**config.mk**
```make
export PLATFORM = sky130hd
export DESIGN_NAME = matmul_job_ctrl
export DESIGN_NICKNAME = d
export VERILOG_FILES = /design/src/rtl/matmul_job_ctrl.sv
export SDC_FILE = /design/constraint.sdc
export NUM_CORES = 1
export LEC_CHECK = 0
export ABC_AREA = 1
export BUFFER_PORTS_ARGS = -buffer_cell sky130_fd_sc_hd__buf_2
export CAP_MARGIN = 20
export CORE_ASPECT_RATIO = 1.4
export CORE_MARGIN = 3
export CORE_UTILIZATION = 37
export DETAILED_ROUTE_END_ITERATION = 10
export GPL_TIMING_DRIVEN = 0
export HOLD_SLACK_MARGIN = 0.02
export PLACE_DENSITY = 0.88
export SLEW_MARGIN = 15
export SYNTH_ARGS = -nofsm -noshare
export SYNTH_HDL_FRONTEND = slang
export SYNTH_SLANG_ARGS = --single-unit
```
**constraint.sdc**
```tcl
create_clock -name clk -period 1.45 [get_ports clk]
set_input_delay 0.2175 -clock clk [delete_from_list [all_inputs] [get_ports clk]]
set_output_delay 0.2175 -clock clk [all_outputs]
set_load 0.01 [all_outputs]
```
**src/rtl/matmul_job_ctrl.sv**
```systemverilog
// Job controller: host write channel, matmul launch with timeout,
// and result readback from memory port A.
module matmul_job_ctrl #(
  parameter logic [9:0] RESULT_ADDR    = 10'h200,
  parameter int         DRAIN_CYCLES   = 8,
  parameter int         TIMEOUT_CYCLES = 4096
) (
  input  logic        clk,
  input  logic        rstn,
  input  logic        host_start,
  output logic        host_busy,
  output logic        host_done,
  output logic        host_timeout,
  output logic [31:0] host_result,
  input  logic        host_wr_valid,
  output logic        host_wr_ready,
  input  logic [9:0]  host_wr_addr,
  input  logic [31:0] host_wr_data,
  output logic        mm_kick_start,
  input  logic        mm_ready,
  input  logic        mm_read_en_A,
  input  logic [9:0]  mm_addr_A,
  output logic        mem_read_en_A,
  output logic [9:0]  mem_addr_A,
  input  logic [31:0] mem_data_A,
  input  logic        mm_write_en_C,
  input  logic [9:0]  mm_addr_C,
  input  logic [31:0] mm_data_C,
  output logic        mem_write_en_C,
  output logic [9:0]  mem_addr_C,
  output logic [31:0] mem_data_C
);

  typedef enum logic [2:0] {
    IDLE, LAUNCH, WAIT_BUSY, WAIT_DONE,
    DRAIN, READ, CAPTURE, DONE
  } state_t;

  localparam logic [15:0] DRAIN_LAST = 16'(DRAIN_CYCLES - 1);
  localparam logic [15:0] TO_LAST    = 16'(TIMEOUT_CYCLES - 1);

  state_t      state, state_d;
  logic [15:0] cnt, cnt_d;
  logic        timeout_d;

  always_comb begin
    state_d   = state;
    cnt_d     = '0;
    timeout_d = host_timeout;
    unique case (state)
      IDLE: begin
        if (host_start) begin
          state_d   = LAUNCH;
          timeout_d = 1'b0;
        end
      end
      LAUNCH: state_d = WAIT_BUSY;
      WAIT_BUSY: begin
        cnt_d = cnt + 16'd1;
        if (!mm_ready) begin
          state_d = WAIT_DONE;
          cnt_d   = '0;
        end else if (cnt == TO_LAST) begin
          state_d   = IDLE;
          cnt_d     = '0;
          timeout_d = 1'b1;
        end
      end
      WAIT_DONE: begin
        cnt_d = cnt + 16'd1;
        if (mm_ready) begin
          state_d = DRAIN;
          cnt_d   = '0;
        end else if (cnt == TO_LAST) begin
          state_d   = IDLE;
          cnt_d     = '0;
          timeout_d = 1'b1;
        end
      end
      DRAIN: begin
        cnt_d = cnt + 16'd1;
        if (cnt == DRAIN_LAST) begin
          state_d = READ;
          cnt_d   = '0;
        end
      end
      READ:    state_d = CAPTURE;
      CAPTURE: state_d = DONE;
      DONE:    state_d = IDLE;
      default: state_d = IDLE;
    endcase
  end

  // Status outputs are flops loaded from the next state
  always_ff @(posedge clk or negedge rstn) begin
    if (!rstn) begin
      state         <= IDLE;
      cnt           <= '0;
      host_timeout  <= 1'b0;
      host_busy     <= 1'b0;
      mm_kick_start <= 1'b0;
      host_done     <= 1'b0;
      host_result   <= '0;
    end else begin
      state         <= state_d;
      cnt           <= cnt_d;
      host_timeout  <= timeout_d;
      host_busy     <= (state_d != IDLE);
      mm_kick_start <= (state_d == LAUNCH);
      host_done     <= (state_d == DONE);
      if (state == CAPTURE)
        host_result <= mem_data_A;
    end
  end

  // Port C: host only in IDLE, and only when matmul is not writing
  assign host_wr_ready = (state == IDLE) && !mm_write_en_C;

  always_comb begin
    mem_write_en_C = mm_write_en_C;
    mem_addr_C     = mm_addr_C;
    mem_data_C     = mm_data_C;
    if (host_wr_ready) begin
      mem_write_en_C = host_wr_valid;
      mem_addr_C     = host_wr_addr;
      mem_data_C     = host_wr_data;
    end
  end

  always_comb begin
    mem_read_en_A = mm_read_en_A;
    mem_addr_A    = mm_addr_A;
    if (state == READ) begin
      mem_read_en_A = 1'b1;
      mem_addr_A    = RESULT_ADDR;
    end
  end

endmodule

```
# After elaboration in Yosys (flattened, before gate mapping)
# Cells that the tools add are included.
# op_classes
addsub	1
multipliers	0
n_div	0
n_lt_le_gt_ge	0
eq_ne	14
shift	0
n_mux	21
bitwise_logic	0
n_reduce_logical	6
# ops
op	n
16-bit two-way mux	4
16-bit case mux with 3 select lines	1
32-bit two-way mux	1
3-bit case mux with 8 select lines	1
10-bit two-way mux	2
16-bit by 1-bit adder with 16-bit output, second input constant	1
16-bit by 12-bit == test with 1-bit output, second input constant	1
16-bit by 3-bit == test with 1-bit output, second input constant	1
3-bit == test, second input constant	5
3-bit two-way mux	5
3-bit by 1-bit == test with 1-bit output, second input constant	2
3-bit by 2-bit == test with 1-bit output, second input constant	2
1-bit two-way mux	6
2-bit inequality test, second input constant	3
3-bit nonzero test	2
4-bit AND reduction	1
3-bit zero test	1
1-bit case mux with 3 select lines	1
1-bit logical AND	1
1-bit zero test	1
# totals
ff_bits	55
latch_bits	0
ramBits	0
rom_bits	0
out_inout_bits	91
word_cells	49
n_memories	0

# Depth between registers and ports, before layout
# Gate-level depths: netlist of the first run.
# logic_depth
depth_word	5
mapped_depth	10

# Worst setup path after synthesis of the first run
# OpenSTA, ideal clock, no wires.
# synth_path
kind	register to output
startpoint	reg state[2]
endpoint	out mem_addr_C[0]
arrival_time_ps	1273
required_ps	1233
path_slack_ps	-40
path_stages_with_launch	10
cell_sequence	dfrtp_1 nor2_2 inv_2 nor2_4 inv_2 nor2_4 inv_2 buf_2 nand2_1 nand2_1
# synth_between
elab_chain_cells	3
# synth_rtl
item	line_no	rtl
from (decl)	42	state_t state, state_d;
from (signal assigned)	105	state <= state_d;
3-bit zero test	117	assign host_wr_ready = (state == IDLE) && !mm_write_en_C;
1-bit logical AND	117	
10-bit two-way mux	123	if (host_wr_ready) begin
to (decl)	30	output logic [9:0] mem_addr_C,
# No other way between the ends.

# Worst setup path in the final report of the first run
# layout_path
startpoint	reg state[0]
endpoint	out mem_data_C[20]
# layout_between
elab_chain_cells	3
# layout_rtl
item	line_no	rtl
3-bit zero test	117	
1-bit logical AND	117	
32-bit two-way mux	123	
to (decl)	31	output logic [31:0] mem_data_C
# No other way between the ends.

==> results of run 1 <==
routing by layer:
| metal | global-route usage | vias up | part of all wire |
|---|---|---|---|
| met3 | 0.123 | 48 | 0.11 |
| met4 | 0.0687 | 20 | 0.024 |
| li1 | - | 1914 | - |
| met2 | 0.443 | 237 | 0.53 |
| met5 | 0 | - | 0.0094 |
| met1 | 0.252 | 1833 | 0.32 |
flip-flops by register name, summed over array words and instances, names as in the netlist:
name,flops
host_busy,1
host_done,1
host_timeout,1
state,3
mm_kick_start,1
cnt,16
host_result,32
worst paths after layout:
check,endpoint,slack [ns],cells after the start
worst max-delay path,mem_data_C[20],-0.59,10
worst min-delay path,host_result[5]$_DFFE_PN0N_,0.09,3
worst max register to register,cnt[1]$_DFF_PN0_,-0.28,13
worst min register to register,host_result[21]$_DFFE_PN0N_,0.49,2
max in group asynchronous,host_result[6]$_DFFE_PN0N_,0.46,3
min in group asynchronous,host_result[1]$_DFFE_PN0N_,0.40,2
synth_stat cells:
library cell  number
nand2_1          271
dfrtp_1           55
inv_1             29
nor2_1            29
nand3_1           12
nor2_2            11
buf_2             10
xor2_1            10
inv_2              5
nor3_1             5
clkbuf_1           4
nand4_1            3
o21ai_0            3
buf_4              2
nand3b_1           2
nor2_4             2
xnor2_1            2
a21oi_1            1
a31o_2             1
buf_6              1
ha_1               1
logic make-up (layout without fill, tap and decap cells):
group           Yosys count  count (layout)
simple gates            335             335
flops                    55              55
buf+inv                  51             323
xor+xnor                 12              12
compound gates            5               5
fa+ha+maj                 1               1
other cells               0               3
report_power, final:
part / internal [W] / switching [W]
Combinational: 0.00256 / 0.00299
Clock: 0.000357 / 0.000560
Sequential: 0.00207 / 0.000362
Total: 0.00499 / 0.00391
stage by stage:
| stage | std cells | setup TNS, ns | hold slack [ns] |
|---|---|---|---|
| floorplan | 459 | -1.06 | -0.0781 |
| global placement | 782 | -15.19 | 0.411 |
| detailed placement | 783 | -16.30 | 0.198 |
| CTS | 810 | -24.52 | 0.0790 |
| global route | 834 | -40.89 | 0.0828 |
| finish | 834 | -33.45 | 0.0938 |
worst max-delay path, stage by stage, from the launching register on:
cell	delay, ns
dfrtp_1	0.41
nor2_2	0.17
inv_2	0.08
nor2_4	0.10
inv_2	0.06
nor2_4	0.18
inv_4	0.10
buf_6	0.15
nand2_1	0.07
nand2_1	0.04
buf_2	0.15
timing repair:
action | 4_1_cts | 5_1_grt
resized for setup | 53 | 135
endpoints found under the hold margin | 20 | 0
gates cloned | 3 | 4
hold buffers | 1 | 0
pin swaps | 11 | 21
setup endpoints to repair | 81 | 104
buffers inserted | 19 | 18
area by class of cell:
class,count,share of cell area
buffer,17,0.0374
multi-input combinational,353,0.334
sequential,55,0.255
antenna,3,0.00139
tap,100,0.0231
clock inverter,3,0.00485
inverter,34,0.0273
clock buffer,5,0.0127
timing repair buffer,264,0.304
==> metrics.txt, run 1 <==
Layout Utilization=0.682; # port buffers=223; data arrival time of the critical path=1.82 ns; worst hold path type=primary input to flop; maximum vdd ir drop=1.46 mV; Layout Nets=864; synth unique cells=21; cell taking the most area after synthesis=dfrtp_1; die height=114 um; Critical Path End Type=output port; Boundary Pins=224; chip width=83.1 um; Max Cap Viol=0; Synth top area share=0.447; final worst setup slack=-0.588 ns; Setup Skew=0.0182 ns; Worst Setup Start Kind=flop; share of layout cells above drive strength 1=0.528; initial antenna violation count=13; worst path required time=1.23 ns; worst rel slew slack=0.649; pin count of the biggest net entering global routing=36; max-slew violation count=0; number of vias per cell=4.86; FF+latch count, synth=55; Least-Margin Pin Slew=0.527 ns; post-DP HPWL=9.57 mm; CTS sink count=55; outcome=finished with violations; failing checks=negative setup slack; clk_lat worst skew=0.33 ns; worst-path fanout max=10; Wirelength per Cell=17.3 um; unrepaired setup endpoints after global routing=true; ANT nets after route=0; CTS Buf Count=5; CTS tree=built; vias in the first global route=3632; maximum buffer depth of the clock tree=2; syn_area_per_cell=6.71 um^2; dpl ws=-0.352 ns; Lkg Pwr=3.07 nW; FMAX=491 MHz; CP Class=flop to output port; Root Buffer=clkbuf_8; Final min period=2.04 ns; fin area=5410 um^2; wirelength, routed=14.4 mm; FF-to-FF Start=state[1]$_DFF_PN0_; largest family of logic cells by synthesized area=simple AND/OR/NAND/NOR gates; Area contributors post-synth=dfrtp_1, nand2_1, inv_1; routed via count=4052; Worst Setup SP=state[0]$_DFF_PN0_; Area after DPL=4340 um^2; Adder-Cell Fraction of Synth Area=0.00407; # fillers=613; final clock period utilization by the worst path=1.41; Seq. cell area=1380 um^2; total power=0.00889 W; Final GP Congestion=0.915; fraction of the mapped netlist area in simple logic gates=0.434; multi-input combinational cell area=1810 um^2; Post-Synth XOR/XNOR Area=0.0341; synth warn=0; Core ar.=7940 um^2; clock-pin slew on the worst setup and hold paths=0.10 ns; Pre-Repair DR Iteration Count=5; cells after synthesis=459; commonest cells after routing, fill and taps aside=nand2_1, buf_2, dfrtp_1; DRC=0; H-tree depth=2; Fin. Hold Viols=0; power per cell area=1640 nW/um^2; Cell Area, Synth=3080 um^2; std cell rows=38; Synth Area in Compound Gates=0.00935; Hold Path Origin=mem_data_A[5]; most common cell after layout, fill and taps aside=nand2_1; GRT Residual Overflow=0; first-pass GRT wire length=18.2 mm; syn nets=593; die footprint=9470 um^2; DR iter-0 viols=192; register area share after synthesis=0.447; area grow syn2layout=75.9%; setup violators final=106; fraction of synthesized area in multiplexers=0; GR Util All Layers=0.247; Initial Utilization=0.388
Note: power is estimated with default switching activity, not from simulation.
==> run 2, diff against run 1 <==
==> constraint.sdc (replaced) <==
create_clock -name clk -period 1.45 [get_ports clk]
set_input_delay 0.0725 -clock clk [delete_from_list [all_inputs] [get_ports clk]]
set_output_delay 0.0725 -clock clk [all_outputs]
set_load 0.01 [all_outputs]
==> run 2 against run 1 <==
Register-to-register slack got worse by 0.03 ns. The run still ends with negative setup slack left. Flip-flop and latch count unchanged. Clock power up 4.5%. Cell count grew 3.8%.
==> metrics.txt, run 2 (synthesis gave the netlist of run 1 again) <==
Slowest Stage Delay on Critical Path=0.42 ns (about the same); area grow syn2layout=83.9%; FMAX=517 MHz (+5.4%); setup TNS=-25.62 ns (+7.84 ns); Final GP Congestion=0.900 (-1.6%); Layout Nets=894 (+3.5%); Sw Ratio=0.431 (-0.00850); Crit path max-delay family=buffers and inverters; clock-pin slew on the worst setup and hold paths=0.11 ns (about the same); wirelength, routed=15.2 mm (+5.4%); worst path required time=1.38 ns (+0.15 ns); Non-Filler Instances=866 (+3.8%); Lkg Pwr=3.23 nW (+5.1%); dpl ws=-0.267 ns (+0.0857 ns); vias in the first global route=4127 (+14%); setup violators final=101 (-4.7%); unrepaired setup endpoints after global routing=true; clk_lat worst skew=0.33 ns (about the same); maximum buffer depth of the clock tree=2 (unchanged); data arrival time of the critical path=1.86 ns (+0.04 ns); Seq pwr share=0.273 (about the same); GRT Residual Overflow=0 (unchanged); Clk network pwr share=0.110 (+0.007); max-slew violation count=0 (unchanged); chip width=83.1 um (unchanged); power per cell area=1530 nW/um^2 (-6.6%); worst-path fanout max=7 (-3); CTS tree=built; CTS sink count=55 (unchanged); die footprint=9470 um^2 (unchanged); failing checks=negative setup slack; worst rel slew slack=0.594 (-0.0550); Wirelength per Cell=17.5 um (+1.5%); worst hold path type=primary input to flop; maximum vdd ir drop=1.29 mV (-12%); Least-Margin Pin Slew=0.609 ns (+0.0825 ns); ANT nets after route=0 (unchanged); CP Class=flop to output port; final clock period utilization by the worst path=1.33 (-0.0718); Root Buffer=clkbuf_8; fin area=5660 um^2 (+4.6%); Core ar.=7940 um^2 (unchanged); CTS Buf Count=5 (unchanged); crit-path cells=nor2_2 > inv_2 > nor2_4 > inv_2 > nor2_4 > buf_12 > buf_6 > buf_6 > nand2_2 > nand2_1 > buf_2; Pre-Repair DR Iteration Count=4 (-1); largest registers=host_result (32), cnt (16), state (3); outcome=finished with violations; # fillers=516 (-16%); initial antenna violation count=18 (+5); Boundary Pins=224 (unchanged); share of layout cells above drive strength 1=0.497 (-0.0313); Final min period=1.93 ns (-0.104 ns); routed via count=4327 (+6.8%); most common cell after layout, fill and taps aside=nand2_1; GR Util All Layers=0.285 (+0.0386); Sw Pwr=0.00374 W (-4.2%); crit path max-delay cell type=dfrtp_1; Critical Path End Type=output port; std cell rows=38 (unchanged); Pint=0.00494 W (-0.84%); die height=114 um (unchanged); Fin. Hold Viols=0 (unchanged); H-tree depth=2 (unchanged); Worst Setup Start Kind=flop; first-pass GRT wire length=21.1 mm (+16%); combinational share of power=0.617 (-0.006); post-DP HPWL=9.60 mm (+0.39%); pin count of the biggest net entering global routing=31 (-14%); total power=0.00869 W (-2.3%); Max Cap Viol=0 (unchanged); Buf+Inv Stages, Crit Path=6 (+1); number of vias per cell=5.00 (+2.8%); Largest Register=host_result; Largest register FFs=32 (unchanged); # port buffers=223 (unchanged); Initial Utilization=0.388 (unchanged); Cell Count Post-Placement=783 (unchanged); DRC=0 (unchanged); Area after DPL=4340 um^2 (unchanged); commonest cells after routing, fill and taps aside=nand2_1, buf_2, dfrtp_1; final worst setup slack=-0.484 ns (+0.104 ns); Setup Skew=0.00780 ns (-0.0104 ns); DR iter-0 viols=185 (-3.6%)
==> run 2: area by class of cell <==
type                            instances  area (um^2)  share of cell area
Multi-Input combinational cell        353         1740               0.307
Clock buffer                            6         82.6              0.0146
Clock inverter                          2         20.0             0.00354
Tap cell                              100          125              0.0221
Inverter                               34          143              0.0252
Sequential cell                        55         1380               0.243
Timing Repair inverter                  1         6.26             0.00111
Timing Repair Buffer                  293         1970               0.348
Antenna cell                            5         12.5             0.00221
Buffer                                 17          186              0.0329
==> run 2: per-layer routing <==
metal	part of all wire	wire length, um	track usage	vias to the layer above
li1	-	-	-	1978
met1	0.32	4910	0.272	1958
met2	0.50	7550	0.510	288
met3	0.12	1820	0.146	77
met5	0.013	190	0	-
met4	0.047	708	0.126	26
==> run 2: what timing repair did <==
item,4_1_cts,5_1_grt
setup buffers,19,10
endpoints found under the hold margin,58,0
hold buffers,34,0
endpoints found under the setup margin,72,101
gates cloned,3,6
pin swaps,9,31
gates resized for setup,46,114
==> run 2: power by group through the flow <==
stage               Clock [W]  Combinational [W]  Sequential, W
global placement            0            0.00343        0.00238
floorplan                   0            0.00182        0.00260
global route          0.00100            0.00577        0.00243
detailed placement          0            0.00353        0.00236
finish               0.000958            0.00536        0.00237
CTS                  0.000969            0.00435        0.00234
==> run 2: path summary, 6_finish.rpt <==
kind / startpoint / endpoint / slack [ns] / cells past startpoint
worst max-delay path: state[2]$_DFF_PN0_ / mem_addr_C[2] / -0.48 / 11
worst min-delay path: host_start / mm_kick_start$_DFF_PN0_ / 0.1 / 3
worst max register to register: state[2]$_DFF_PN0_ / cnt[9]$_DFF_PN0_ / -0.31 / 11
worst min register to register: host_result[15]$_DFFE_PN0N_ / host_result[15]$_DFFE_PN0N_ / 0.49 / 2
max in group asynchronous: rstn / host_result[8]$_DFFE_PN0N_ / 0.59 / 3
min in group asynchronous: rstn / cnt[12]$_DFF_PN0_ / 0.29 / 2
==> run 2: through the flow <==
stage	util	hold WS (ns)
4_1_cts	0.646	0.0980
6_report	0.713	0.0966
3_5_place_dp	0.546	0.122
2_1_floorplan	-	-0.223
3_3_place_gp	0.544	0.265
5_1_grt	0.713	0.116
==> run 2: worst reg2reg max path, cell delays in order, from the launching register on <==
cell     delay [ns]
dfrtp_1        0.42
nor2_2         0.16
buf_4          0.13
buf_4          0.11
nand2_1        0.11
o21ai_1        0.17
nand2_1        0.08
nand2_2        0.11
inv_4          0.06
buf_12         0.14
buf_4          0.13
nor2_2         0.10
==> run 3, diff against run 2 <==
CORE_UTILIZATION = 41   (was 37)
PLACE_DENSITY = 0.92   (was 0.88)
clock period = 1.9 ns   (was 1.45 ns; I/O delays follow)
==> run 3 against run 2 <==
The run now ends clean. Global-route usage up 3.9 points. Count of clock-buffer cells in the layout increased by 1. Sequential share of layout area is 4.0 points higher. Clock skew is 0.0043 ns higher. Critical path depth decreased by 1. Non-clock buffer count decreased by 26. First-iteration DRC count is 59% higher. Die area is 9.2% lower. Worst hold slack worse by 0.070 ns. Sequential power down 21%. Highest routed layer is now met4.
==> metrics.txt, run 3 (synthesis gave the netlist of run 1 again) <==
outcome=complete, no violations; Setup Skew=0.0121 ns (+0.00433 ns); CTS Buf Count=5 (unchanged); GR Util All Layers=0.324 (+0.0388); Root Buffer=clkbuf_8; Worst Setup Start Kind=flop; Initial Utilization=0.432 (+0.0448); GRT Residual Overflow=0 (unchanged); unrepaired setup endpoints after global routing=true; Pre-Repair DR Iteration Count=6 (+2); final clock period utilization by the worst path=0.997; power per cell area=1180 nW/um^2 (-23%); Max Cap Viol=0 (unchanged); total power=0.00574 W (-34%); DRC=0 (unchanged); ANT nets after route=0 (unchanged); Wirelength per Cell=17.2 um (-2.1%); worst reg-to-reg path cell count=12 (+1); Largest register FFs=32 (unchanged); dpl ws=0.205 ns (+0.472 ns); final worst setup slack=0.00519 ns (+0.489 ns); Fin. Hold Viols=0 (unchanged); number of vias per cell=5.09 (+1.9%); CTS tree=built; first-pass GRT wire length=21.1 mm (about the same); initial antenna violation count=0 (-18); Layout Nets=867 (-3.0%); Boundary Pins=224 (unchanged); worst rel slew slack=0.666 (+0.0723); die footprint=8600 um^2 (-9.2%); die height=109 um (-4.7%); Lkg Pwr=2.92 nW (-9.6%); clk_lat worst skew=0.33 ns (about the same); share of layout cells above drive strength 1=0.377 (-0.119); CP Class=flop to output port; area grow syn2layout=58.1%; commonest cells after routing, fill and taps aside=nand2_1, buf_2, dfrtp_1; chip width=79.2 um (-4.6%); CTS sink count=55 (unchanged); maximum buffer depth of the clock tree=2 (unchanged); post-DP HPWL=9.23 mm (-3.9%); maximum vdd ir drop=1.19 mV (-7.7%); Least-Margin Pin Slew=0.501 ns (-0.109 ns); worst hold path type=primary input to flop; Core ar.=7120 um^2 (-10%); worst-path fanout max=10 (+3); worst path required time=1.80 ns (+0.42 ns); clock-pin slew on the worst setup and hold paths=0.10 ns (about the same); most common cell after layout, fill and taps aside=nand2_1; Final GP Congestion=1.03 (+15%); setup TNS=0 ns (+25.62 ns); setup violators final=0 (-100%); Critical Path End Type=output port; largest registers=host_result (32), cnt (16), state (3); max-slew violation count=0 (unchanged); crit path max-delay cell type=dfrtp_1; pin count of the biggest net entering global routing=36 (+16%); crit-path cells=nor2_2 > inv_2 > nor2_4 > inv_2 > nor2_4 > inv_4 > buf_2 > nand2_1 > nand2_1 > buf_2; hold slack final=0.0269 ns (-0.0697 ns); Hold Path Cell Cnt=3 (unchanged); wirelength, routed=14.3 mm (-5.9%); Largest Register=host_result; FMAX=528 MHz; Slowest Stage Delay on Critical Path=0.40 ns (-0.02 ns); # port buffers=223 (unchanged); H-tree depth=2 (unchanged); vias in the first global route=4141 (+0.34%); Layout Utilization=0.684 (-0.0290); std cell rows=36 (-5.3%); data arrival time of the critical path=1.80 ns (-0.06 ns); DR iter-0 viols=295 (+59%); routed via count=4235 (-2.1%); Final min period=1.89 ns
[run 3: cell types whose count changed in the layout (fill, tap and decap cells not counted), sizes merged]
cell,previous run,this run
diode,5,3
dlygate4sd3,34,32
clkbuf,15,12
inv,36,34
buf,267,247
[run 3: area by class of cell]
class	instances	area [um^2]
Fill cell	510	2250
Timing Repair Buffer	267	1540
Multi-Input combinational cell	353	1490
Sequential cell	55	1380
Inverter	34	133
Buffer	17	121
Tap cell	95	119
Clock buffer	7	76.3
Antenna cell	3	7.51
Clock inverter	1	5.00
[run 3: final timing paths]
kind / from / end / slack, ns
min in group asynchronous: rstn / host_result[29]$_DFFE_PN0N_ / 0.29
max in group asynchronous: rstn / host_result[13]$_DFFE_PN0N_ / 1.03
worst min-delay path: mem_data_A[6] / host_result[6]$_DFFE_PN0N_ / 0.03
worst max-delay path: state[2]$_DFF_PN0_ / mem_addr_C[5] / 0.005
worst min register to register: cnt[0]$_DFF_PN0_ / cnt[0]$_DFF_PN0_ / 0.48
worst max register to register: state[0]$_DFF_PN0_ / host_busy$_DFF_PN0_ / 0.06
[run 3: routing by layer]
metal | vias to the layer above | part of all wire | global-route usage
li1 | 1914 | - | -
met1 | 1913 | 0.35 | 0.385
met2 | 361 | 0.49 | 0.546
met3 | 47 | 0.13 | 0.0858
met4 | 0 | 0.035 | 0.146
met5 | - | 0 | 0
[run 3: power by group]
| part | internal (W) | switching [W] | total, W |
|---|---|---|---|
| Combinational | 0.00125 | 0.00194 | 0.00319 |
| Clock | 0.000261 | 0.000416 | 0.000677 |
| Sequential | 0.00158 | 0.000289 | 0.00187 |
| Total | 0.00310 | 0.00264 | 0.00574 |
[run 3: metrics by stage]
stage	instances	cell area, um^2
floorplan	459	3080
global placement	777	4310
detailed placement	778	4330
CTS	827	4820
global route	829	4860
finish	832	4870
[run 3: timing repair]
| action | 4_1_cts | 5_1_grt |
|---|---|---|
| endpoints found under the setup margin | 40 | 53 |
| pin swaps | 2 | 3 |
| resized for setup | 5 | 13 |
| hold endpoints to repair | 51 | 0 |
| setup buffers | 9 | 2 |
| hold buffers | 32 | 0 |
| cloned | 0 | 0 |
[run 3: worst max-delay path: cells and delay by family, from the launching register on]
kind                   cells  cell delay, ns
DFF                        1            0.40
buffers and inverters      5            0.52
and+or+nand+nor            5            0.57
